**config.mk**
```make
export PLATFORM = sky130hd
export DESIGN_NAME = dbg_bus_master
export DESIGN_NICKNAME = d
export VERILOG_FILES = /design/src/rtl/dbg_bus_master.sv
export SDC_FILE = /design/constraint.sdc
export NUM_CORES = 1
export LEC_CHECK = 0
export BUFFER_PORTS_ARGS = -buffer_cell sky130_fd_sc_hd__buf_2
export CORE_ASPECT_RATIO = 0.9
export CORE_MARGIN = 3
export CORE_UTILIZATION = 53
export DETAILED_ROUTE_END_ITERATION = 8
export PLACE_DENSITY = 0.85
export SLEW_MARGIN = 20
export SYNTH_ARGS = -nofsm -noshare
export SYNTH_HDL_FRONTEND = slang
export SYNTH_SLANG_ARGS = --single-unit
export TNS_END_PERCENT = 50
```
**constraint.sdc**
```tcl
create_clock -name clk -period 7.6 [get_ports clk]
set_input_delay 1.52 -clock clk [delete_from_list [all_inputs] [get_ports clk]]
set_output_delay 1.52 -clock clk [all_outputs]
set_load 0.02 [all_outputs]
```
**src/rtl/dbg_bus_master.sv**
```systemverilog
// Debug-transport bus initiator: one command at a time, alignment check, address auto-increment, sticky error.
// Optional bus timeout is built only when DBG_BUS_TIMEOUT_EN is defined.
module dbg_bus_master #(
    parameter int TIMEOUT_CYCLES = 1024,
    parameter int CNT_W          = 11
) (
    input  logic        clk,
    input  logic        rst_n,
    input  logic        cmd_valid,
    output logic        cmd_ready,
    input  logic        cmd_write,
    input  logic [31:0] cmd_addr,
    input  logic        cmd_addr_sel,
    input  logic        cmd_autoinc,
    input  logic [2:0]  cmd_size,
    input  logic [31:0] cmd_wdata,
    output logic        rsp_valid,
    input  logic        rsp_ready,
    output logic [31:0] rsp_rdata,
    output logic [1:0]  rsp_err,
    output logic [31:0] next_addr,
    output logic        sticky_err,
    input  logic        err_clr,
    output logic [31:0] m_addr,
    output logic [31:0] m_wdata,
    output logic [2:0]  m_size,
    output logic        m_read,
    output logic        m_write,
    input  logic [31:0] m_rdata,
    input  logic        m_busy,
    input  logic        m_error
);
    typedef enum logic [1:0] {IDLE, ACCESS, RESP} state_t;

    localparam logic [1:0] ERR_OK      = 2'b00;
    localparam logic [1:0] ERR_BUS     = 2'b01;
    localparam logic [1:0] ERR_ALIGN   = 2'b10;
    localparam logic [1:0] ERR_TIMEOUT = 2'b11;

    state_t      state_q, state_d;
    logic [31:0] m_addr_q, m_addr_d, m_wdata_q, m_wdata_d;
    logic [2:0]  m_size_q, m_size_d;
    logic        m_read_q, m_read_d, m_write_q, m_write_d;
    logic        autoinc_q, autoinc_d;
    logic        rsp_valid_q, rsp_valid_d;
    logic [31:0] rsp_rdata_q, rsp_rdata_d;
    logic [1:0]  rsp_err_q, rsp_err_d;
    logic [31:0] next_addr_q, next_addr_d;
    logic        sticky_q, sticky_d;
    logic [31:0] ea, ea_inc;
    logic        misaligned;
`ifdef DBG_BUS_TIMEOUT_EN
    logic [CNT_W-1:0] cnt_q, cnt_d;
`else
    logic unused_cfg;
    assign unused_cfg = ^{CNT_W'(TIMEOUT_CYCLES)};
`endif

    assign ea         = cmd_addr_sel ? next_addr_q : cmd_addr;
    assign misaligned = (cmd_size > 3'd2) || (cmd_size == 3'd1 && ea[0]) ||
                        (cmd_size == 3'd2 && ea[1:0] != 2'b00);
    // m_addr_q holds the latched EA for the whole access; the add wraps at 32 bits
    assign ea_inc     = m_addr_q + (32'd1 << m_size_q);

    always_comb begin
        state_d     = state_q;
        m_addr_d    = m_addr_q;
        m_wdata_d   = m_wdata_q;
        m_size_d    = m_size_q;
        m_read_d    = m_read_q;
        m_write_d   = m_write_q;
        autoinc_d   = autoinc_q;
        rsp_valid_d = rsp_valid_q;
        rsp_rdata_d = rsp_rdata_q;
        rsp_err_d   = rsp_err_q;
        next_addr_d = next_addr_q;
        sticky_d    = sticky_q & ~err_clr;
`ifdef DBG_BUS_TIMEOUT_EN
        cnt_d       = cnt_q;
`endif
        case (state_q)
            IDLE: if (cmd_valid) begin
                if (misaligned) begin
                    state_d     = RESP;
                    rsp_valid_d = 1'b1;
                    rsp_err_d   = ERR_ALIGN;
                    rsp_rdata_d = 32'd0;
                    sticky_d    = 1'b1;
                end else begin
                    state_d   = ACCESS;
                    m_addr_d  = ea;
                    m_wdata_d = cmd_wdata;
                    m_size_d  = cmd_size;
                    m_read_d  = ~cmd_write;
                    m_write_d = cmd_write;
                    autoinc_d = cmd_autoinc;
`ifdef DBG_BUS_TIMEOUT_EN
                    cnt_d     = '0;
`endif
                end
            end
            ACCESS: begin
                if (!m_busy) begin
                    state_d     = RESP;
                    m_read_d    = 1'b0;
                    m_write_d   = 1'b0;
                    rsp_valid_d = 1'b1;
                    rsp_rdata_d = m_read_q ? m_rdata : 32'd0;
                    if (m_error) begin
                        rsp_err_d = ERR_BUS;
                        sticky_d  = 1'b1;
                    end else begin
                        rsp_err_d   = ERR_OK;
                        next_addr_d = autoinc_q ? ea_inc : m_addr_q;
                    end
                end
`ifdef DBG_BUS_TIMEOUT_EN
                else begin
                    cnt_d = cnt_q + CNT_W'(1);
                    if (cnt_q == CNT_W'(TIMEOUT_CYCLES - 1)) begin
                        state_d     = RESP;
                        m_read_d    = 1'b0;
                        m_write_d   = 1'b0;
                        rsp_valid_d = 1'b1;
                        rsp_rdata_d = 32'd0;
                        rsp_err_d   = ERR_TIMEOUT;
                        sticky_d    = 1'b1;
                    end
                end
`endif
            end
            RESP: if (rsp_ready) begin
                state_d     = IDLE;
                rsp_valid_d = 1'b0;
            end
            default: state_d = IDLE;
        endcase
    end

    always_ff @(posedge clk or negedge rst_n) begin
        if (!rst_n) begin
            state_q     <= IDLE;
            m_addr_q    <= 32'd0;
            m_wdata_q   <= 32'd0;
            m_size_q    <= 3'd2;
            m_read_q    <= 1'b0;
            m_write_q   <= 1'b0;
            autoinc_q   <= 1'b0;
            rsp_valid_q <= 1'b0;
            rsp_rdata_q <= 32'd0;
            rsp_err_q   <= ERR_OK;
            next_addr_q <= 32'd0;
            sticky_q    <= 1'b0;
`ifdef DBG_BUS_TIMEOUT_EN
            cnt_q       <= '0;
`endif
        end else begin
            state_q     <= state_d;
            m_addr_q    <= m_addr_d;
            m_wdata_q   <= m_wdata_d;
            m_size_q    <= m_size_d;
            m_read_q    <= m_read_d;
            m_write_q   <= m_write_d;
            autoinc_q   <= autoinc_d;
            rsp_valid_q <= rsp_valid_d;
            rsp_rdata_q <= rsp_rdata_d;
            rsp_err_q   <= rsp_err_d;
            next_addr_q <= next_addr_d;
            sticky_q    <= sticky_d;
`ifdef DBG_BUS_TIMEOUT_EN
            cnt_q       <= cnt_d;
`endif
        end
    end

    assign cmd_ready  = (state_q == IDLE);
    assign m_addr     = m_addr_q;
    assign m_wdata    = m_wdata_q;
    assign m_size     = m_size_q;
    assign m_read     = m_read_q;
    assign m_write    = m_write_q;
    assign rsp_valid  = rsp_valid_q;
    assign rsp_rdata  = rsp_rdata_q;
    assign rsp_err    = rsp_err_q;
    assign next_addr  = next_addr_q;
    assign sticky_err = sticky_q;
endmodule

```
After elaboration in Yosys (flattened, before gate mapping)
Index checks and enable logic that the tools add are counted.
{ "op_classes": {"addsub": 1, "n_lt_le_gt_ge": 1, "n_eq_ne": 9, "shifts": 1, "mux": 34, "bitwise_logic": 6, "n_reduce_logical": 14} }
{ "ops": {"columns": ["operator", "n"], "rows": [
  ["32-bit two-way mux", 6],
  ["32-bit one-hot mux with 2 select lines", 1],
  ["32-bit adder", 1],
  ["1-bit by 3-bit << shifter with 32-bit output, first input constant", 1],
  ["1-bit two-way mux", 14],
  ["2-bit two-way mux", 7],
  ["3-bit AND reduction", 3],
  ["2-bit != test, second input constant", 4],
  ["4-bit AND reduction", 2],
  ["1-bit one-hot mux with 2 select lines", 3],
  ["2-bit one-hot mux with 3 select lines", 1],
  ["1-bit NOT", 5],
  ["5-bit AND reduction", 1],
  ["2-bit one-hot mux with 2 select lines", 1],
  ["2-bit nonzero test", 2],
  ["3-bit by 1-bit == test with 1-bit output, second input constant", 1],
  ["3-bit by 2-bit == test with 1-bit output, second input constant", 1],
  ["3-bit by 2-bit greater-than comparator with 1-bit output, second input constant", 1],
  ["1-bit one-hot mux with 3 select lines", 1],
  ["3-bit nonzero test", 1],
  ["2-bit by 1-bit == test with 1-bit output, second input constant", 1],
  ["2-bit == test, second input constant", 1],
  ["1-bit logical AND", 2],
  ["2-bit zero test", 1],
  ["other kinds (3)", 4]
]} }
{ "totals": {"register_bits": 140, "out_inout_bits": 138, "wordCells": 78} }

Depth between registers and ports, before layout
Gate-level depths: netlist (run 1).
{ "depth": {"depth_word": 7, "mapped_depth": 11} }

Worst setup path after synthesis (run 1)
No wires, ideal clock.
{ "synth_timing": {"path_kind": "in2reg", "startpoint": "in cmd_addr_sel", "endpoint": "reg autoinc_q", "setup_ns": 0.128, "arrival_ns": 2.993, "required_time_ns": 7.472, "setup_slack_ns": 4.479, "path_stages": 6, "path_buffers": 2, "cell_sequence": "buf_2 or3_1 a21oi_1 o2111ai_2 buf_2 mux2_1"} }
{ "synth_between": {"elab_chain_len": 6, "elab_cells_between_ends": 8, "classes_between": "mux: 1; bitwise: 1; reduce/logical: 6"} }
{ "synth_rtl": {"columns": ["item", "line_no", "text"], "rows": [
  ["from (decl)", "13", "input logic cmd_addr_sel,"],
  ["32-bit two-way mux *", "59", "assign ea = cmd_addr_sel ? next_addr_q : cmd_addr;"],
  ["2-bit nonzero test or 1-bit logical AND (tied branches)", "61, 60", null],
  ["1-bit logical AND or 1-bit logical OR (tied branches)", "61, 60", null],
  ["1-bit logical OR *", "60", "assign misaligned = (cmd_size > 3'd2) || (cmd_size == 3'd1 && ea[0]) ||"],
  ["1-bit NOT (no source line) *", null, null],
  ["3-bit AND reduction (no source line) *", null, null],
  ["to (signal assigned)", "164", "autoinc_q <= autoinc_d;"],
  ["to (decl)", "44", "logic autoinc_q, autoinc_d;"]
]} }
Every way passes the cells marked *; elsewhere a longest branch is shown, timed or not.
A chain may end at the register's enable or synchronous reset.

Worst setup path after layout (run 1)
{ "layout_timing": {"startpoint": "in cmd_addr_sel", "endpoint": "reg m_wdata_q[14], in the netlist m_wdata[14]"} }
{ "layout_between": {"elab_chain_len": 6, "elab_cells_between_ends": 8, "classes_between": "mux: 1; bitwise: 1; reduce/logical: 6"} }
{ "layout_rtl": {"columns": ["item", "line_no", "text"], "rows": [
  ["32-bit two-way mux *", "59", null],
  ["2-bit nonzero test or 1-bit logical AND (tied branches)", "61, 60", null],
  ["1-bit logical AND or 1-bit logical OR (tied branches)", "61, 60", null],
  ["1-bit logical OR *", "60", null],
  ["1-bit NOT (no source line) *", null, null],
  ["3-bit AND reduction (no source line) *", null, null],
  ["to (signal assigned)", "160", "m_wdata_q <= m_wdata_d;"],
  ["to (decl)", "41", "logic [31:0] m_addr_q, m_addr_d, m_wdata_q, m_wdata_d;"]
]} }
Marked as above.

==> flow_summary.yaml, run 1 <==
logic_synthesis:
  synth_top_flop_cell: "dfrtp_1"
  synth_warnings: 0
  synth_cells: 588
  synth_nets: 706
  synth_seq_area_share_pct: 53.8
  synth_edf_count: 0
  avgSynthCellArea_sq_um: 11.1
  synth_area_sq_mm: 0.00651
  async_flop_share_pct: 100
  synth-seq-cells: 140
  synth.distinct_cells: 44
worst_setup_path:
  crit_fanout: 78
  worst_ep_required_time_ns: 7.90
  reg2reg_depth: 8
  r2r_start: "m_size[1]"
  startpoint: "cmd_addr_sel"
  crit_end: "m_wdata[14]"
  reg2reg_to: "next_addr[20]"
  start_kind: "primary input"
  worst_setup_path_end_kind: "register"
  critPathKind: "in -> reg"
  timing.reg2reg.setup_slack_ns: 4.45
  arrival_ns: 4.23
power_and_ir_drop:
  power.leakage_nw: 4.38
  ir_drop_uv: 278
  p_sw_mw: 1.45
  pwr-share-seq_pct: 38.7
  power_mw: 3.50
  pwr-share-clk_pct: 23.5
  swShare_pct: 41.4
  p_int_mw: 2.05
  powerDensity_mw_per_mm2: 415
  combinationalPowerShare_pct: 37.9
routing:
  routed_wl_um: 18100
  dr.pass1.iters: 4
  drc: 0
  wire_per_inst_um: 18.3
  met3_length_um: 1500
  highest_layer: "met5"
  ant_nets: 0
  vias_per_cell: 5.67
  num_vias: 5602
  drt_iter0_drc: 381
  dr_wl_met2_um: 8880
  wl_met1_um: 7230
die:
  coreArea_sq_mm: 0.0117
  die-area_sq_mm: 0.0137
  ioPinCount: 247
  rows: 37
  fp.dieW_um: 123
  die_h_um: 111
  start_util_pct: 55.6
flow_run:
  drv_cap: 0
outcome:
  status: "complete, no violations"
finish:
  nFillCells: 815
  insertedDiodeCount: 0
  finalNetCount: 938
  layout_common_cells: "buf_2 (245), dfrtp_1 (139), nand2_1 (73)"
  layout.cells.most_common: "buf_2"
  area_delta_synth_final_pct: 29.6
  drive_above_1_share_pct: 35.0
timing:
  maxSlewViolCount: 0
  grt_setup_unrepaired: "false"
  tightest_slew_ns: 1.02
  finalSetupViolCount: 0
  hold_viol_final: 0
  fin_crit_ns: 3.92
  hold_slack_ns: 0.486
  maxSlewHeadroom_pct: 32.0
  finClkSkew_ns: 0.0150
  finalCritPeriodShare_pct: 51.6
  fin_setup_tns_ns: 0
  fmax_mhz: 255
grt:
  grt_pass1_vias: 5678
  grt_pass1_wl_um: 28900
  overflow: 0
  antenna_found_initial: 1
  grtUsageTotal_pct: 27.1
  grt_max_degree: 83
clock_network:
  root_buffer: "clkbuf_16"
  clock_path_buffers: 2
  cts-buffers-inserted: 17
  post_cts_buffers: 0
  cts.repair.resized: 0
  cts.sinks: 140
  clk_pin_slew_ns: 0.06
  cts_tree: "done"
  cts_max_level: 4
  hold_buffers: 0
  insertion_delay_ns: 0.43
place:
  io_buffer_count: 246
  dp_hpwl_um: 12600
  gp_congestion: 0.893
hold_path:
  hp-class: "reg -> reg"
[through the flow]
| step | setup slack [ns] | std cells | area, sq um | utilization [%] |
|---|---|---|---|---|
| after floorplan | 4.48 | 588 | 6510 | - |
| after global placement | 3.31 | 957 | 7850 | 67.0 |
| after detailed placement | 3.21 | 957 | 7850 | 67.0 |
| after CTS | 3.64 | 988 | 8440 | 72.0 |
| after global routing | 3.46 | 988 | 8440 | 72.1 |
| final | 3.68 | 988 | 8440 | 72.1 |
[registers in the layout, summed over array words and instances, names as in the netlist]
register,count
rsp_valid,1
m_addr,32
state_q,2
next_addr,32
autoinc_q,1
m_wdata,32
sticky_err,1
m_write,1
rsp_rdata,32
m_size,3
m_read,1
rsp_err,2
[power by group through the flow]
stage               Combinational (mW)  Sequential, mW  Clock (mW)
floorplan                        0.521            1.62           0
global placement                  1.29            1.33           0
detailed placement                1.33            1.35           0
CTS                               1.34            1.35       0.827
global route                      1.44            1.40       0.867
finish                            1.33            1.35       0.822
[cells in the mapped netlist (all sizes together), types with 2 or more instances]
cell type  count  area, sq um
nor3           4         20.0
nor4           3         33.8
o21ai         68          344
clkbuf        27          101
nor2          15         56.3
a21oi         10         50.1
ha             8          100
nand2b         3         18.8
nor2b          2         12.5
xnor2          5         43.8
nand3         12         60.1
inv            3         11.3
a21o           5         37.5
a22o          33          289
and2           9         56.3
a31oi         10         62.6
nand4          4         25.0
o211ai         9         67.6
nand2         73          274
mux2i         42          420
o2111ai        6         58.8
xor2          13          114
a22oi          2         15.0
mux2          38          428
or3            8         50.1
buf           12         60.1
and4           4         35.0
a211oi         2         15.0
nor3b          5         37.5
dfrtp        139         3480
and3           6         37.5
[worst max-delay path, cell delays in order]
cell,delay (ns)
buf_2,0.07
buf_4,0.48
mux2_1,0.25
a21oi_1,0.11
o2111ai_4,0.63
buf_4,0.73
mux2_1,0.39
[cell type report]
class | count | area (sq um) | area share (%)
clock buffer | 21 | 470 | 5.57
clock inverter | 10 | 115 | 1.36
inverter | 3 | 11.3 | 0.133
multi-input combinational | 406 | 2860 | 33.9
sequential | 140 | 3500 | 41.5
tap | 156 | 195 | 2.31
timing repair buffer | 252 | 1280 | 15.2
[kinds of logic after synthesis]
kind of cell	share of synthesized area, %
and+or+nand+nor	11.5
AOI/OAI and AO/OA	14.7
DFF	53.8
muxes	13.0
buffers and inverters	2.65
xor gates and xnor gates	2.42
adders and majority gates	1.84
[worst min path at each step]
| stage | endpoint | start | cells after the start |
|---|---|---|---|
| after floorplan | state_q[1] | state_q[1] | 2 |
| after global placement | rsp_err[1] | rsp_err[1] | 1 |
| after detailed placement | m_wdata[26] | m_wdata[26] | 1 |
| after CTS | m_wdata[26] | m_wdata[26] | 1 |
| after global routing | m_wdata[12] | m_wdata[12] | 1 |
| final | m_wdata[26] | m_wdata[26] | 1 |
[layer usage]
metal  GRT usage [%]  vias up
li1                -     2595
met1            33.0     2704
met2            45.1      262
met3            7.91       39
met4            11.0        2
met5               0        -
Note: power is estimated with default switching activity, not from simulation.
==> run 2: changes to the inputs <==
Settings changed: CORE_UTILIZATION 53 to 45, PLACE_DENSITY 0.85 to 0.77.
Clock period 7.6 ns to 3.15 ns, I/O delays scaled along.
==> run 2 against run 1 <==
  * Clock power increased by 130%
  * Worst setup slack got worse by 3.3 ns
  * Critical path depth is 1 higher
  * Combinational power up 140%
  * Via count down 3.4%
  * Flip-flop and latch count did not move
  * Global-route usage decreased by 5.0 points
  * Critical endpoint is now next_addr[28]
==> flow_summary.yaml, run 2 (synthesized netlist as in run 1, its figures left out) <==
place:
  io_buffer_count: 246
  gp_congestion: 0.825
  place_ws_ns: 0.436
  dp_hpwl_um: 12900
  placed_cells: 1002
  postPlaceCellArea_sq_mm: 0.00797
grt:
  overflow: 0
  grt_pass1_wl_um: 28100
  grt_max_degree: 70
  grt_pass1_vias: 5386
  antenna_found_initial: 5
  grtUsageTotal_pct: 22.2
routing:
  vias_per_cell: 5.23
  wire_per_inst_um: 16.9
  ant_nets: 0
  num_vias: 5414
  drc: 0
  dr.pass1.iters: 4
  routed_wl_um: 17500
  drt_iter0_drc: 251
worst_setup_path:
  max_stage_delay_ns: 0.51
  critPathKind: "reg -> reg"
  crit_end: "next_addr[28]"
  path_cells: "nor3b_1 > fa_1 > a211oi_1 > o21ai_1 > a31oi_2 > buf_4 > or4_1 > a31oi_1"
  slowest_stage: "dfrtp_1"
  worst_setup_path_end_kind: "register"
  timing.reg2reg.setup_slack_ns: 0.42
  reg2reg_depth: 8
  path_depth: 8
  start_kind: "register"
  crit_fanout: 17
  worst_ep_required_time_ns: 3.49
  r2r_start: "m_size[0]"
  worstPathBufferInverterCount: 1
  reg2reg_to: "next_addr[28]"
  path_delay_family: "simple AND/OR/NAND/NOR gates"
  arrival_ns: 3.07
  startpoint: "m_size[0]"
power_and_ir_drop:
  combinationalPowerShare_pct: 38.6
  powerDensity_mw_per_mm2: 973
  ir_drop_uv: 550
  p_int_mw: 4.80
  swShare_pct: 42.2
  p_sw_mw: 3.51
  pwr-share-clk_pct: 22.8
  power_mw: 8.31
  pwr-share-seq_pct: 38.6
  power.leakage_nw: 4.41
timing:
  finClkSkew_ns: 0.00987
  tightest_slew_ns: 0.662
  grt_setup_unrepaired: "false"
  hold_slack_ns: 0.165
  maxSlewViolCount: 0
  fin_crit_ns: 2.73
  hold_viol_final: 0
  finalSetupViolCount: 0
  maxSlewHeadroom_pct: 55.8
  fmax_mhz: 366
  setup_ws_ns: 0.418
  finalCritPeriodShare_pct: 86.7
  fin_setup_tns_ns: 0
clock_network:
  clk_pin_slew_ns: 0.06
  hold_buffers: 0
  cts-buffers-inserted: 17
  cts_tree: "done"
  insertion_delay_ns: 0.41
  cts.sinks: 140
  clock_path_buffers: 2
  cts.repair.resized: 0
  cts_max_level: 4
  post_cts_buffers: 0
  root_buffer: "clkbuf_16"
die:
  coreArea_sq_mm: 0.0141
  start_util_pct: 46.2
  rows: 41
  fp.dieW_um: 133
  die_h_um: 120
  die-area_sq_mm: 0.0160
  ioPinCount: 247
hold_path:
  hp-class: "in -> async"
flow_run:
  drv_cap: 0
finish:
  stdcell_count: 1036
  finalNetCount: 946
  utilization_pct: 60.6
  drive_above_1_share_pct: 35.8
  area_delta_synth_final_pct: 31.2
  final_area_sq_mm: 0.00855
  layout_common_cells: "buf_2 (245), dfrtp_1 (139), nand2_1 (73)"
  layout.cells.most_common: "buf_2"
outcome:
  status: "complete, no violations"
## run 2: cell types whose count changed in the layout (fill, tap and decap cells not counted), sizes merged
cell and delta:
buf +8, inv +6, clkbuf -3, bufinv -2, diode +2, clkinv +1, clkinvlp -1
## run 2: power groups by stage
stage / clock network, mW / logic, mW / registers (mW)
final: 1.89 / 3.21 / 3.21
after global routing: 2.02 / 3.50 / 3.34
after CTS: 1.94 / 3.25 / 3.21
after detailed placement: 0 / 3.24 / 3.22
after global placement: 0 / 3.18 / 3.20
after floorplan: 0 / 1.26 / 3.91
## run 2: area by class of cell
| class | count | area [sq um] |
|---|---|---|
| antenna | 2 | 5.00 |
| inverter | 3 | 11.3 |
| multi-input combinational | 406 | 2860 |
| clock inverter | 14 | 128 |
| timing repair buffer | 260 | 1360 |
| tap | 193 | 241 |
| sequential | 140 | 3500 |
| clock buffer | 18 | 439 |
| fill | 1207 | 5560 |
## run 2: worst min-delay path by stage
stage / from / to / slack, ns
detailed placement: rsp_err[1] / rsp_err[1] / 0.46
finish: rst_n / m_addr[31] / 0.16
global route: rst_n / m_addr[31] / 0.19
floorplan: rst_n / autoinc_q / 0.33
CTS: rst_n / m_addr[31] / 0.17
global placement: rsp_err[1] / rsp_err[1] / 0.46
## run 2: worst reg2reg max path: cells and delay by family, from the launching register on
family / cells / cell delay (ns)
adders and majority gates: 1 / 0.32
buffers and inverters: 1 / 0.21
and+or+nand+nor: 2 / 0.90
AOI/OAI and AO/OA: 4 / 0.72
DFF: 1 / 0.51
## run 2: per-layer routing
metal / GRT usage [%] / part of all wire (%)
met5: 0 / 0.19
met4: 5.52 / 0.51
met3: 9.22 / 8.8
met2: 35.5 / 49
met1: 28.1 / 42
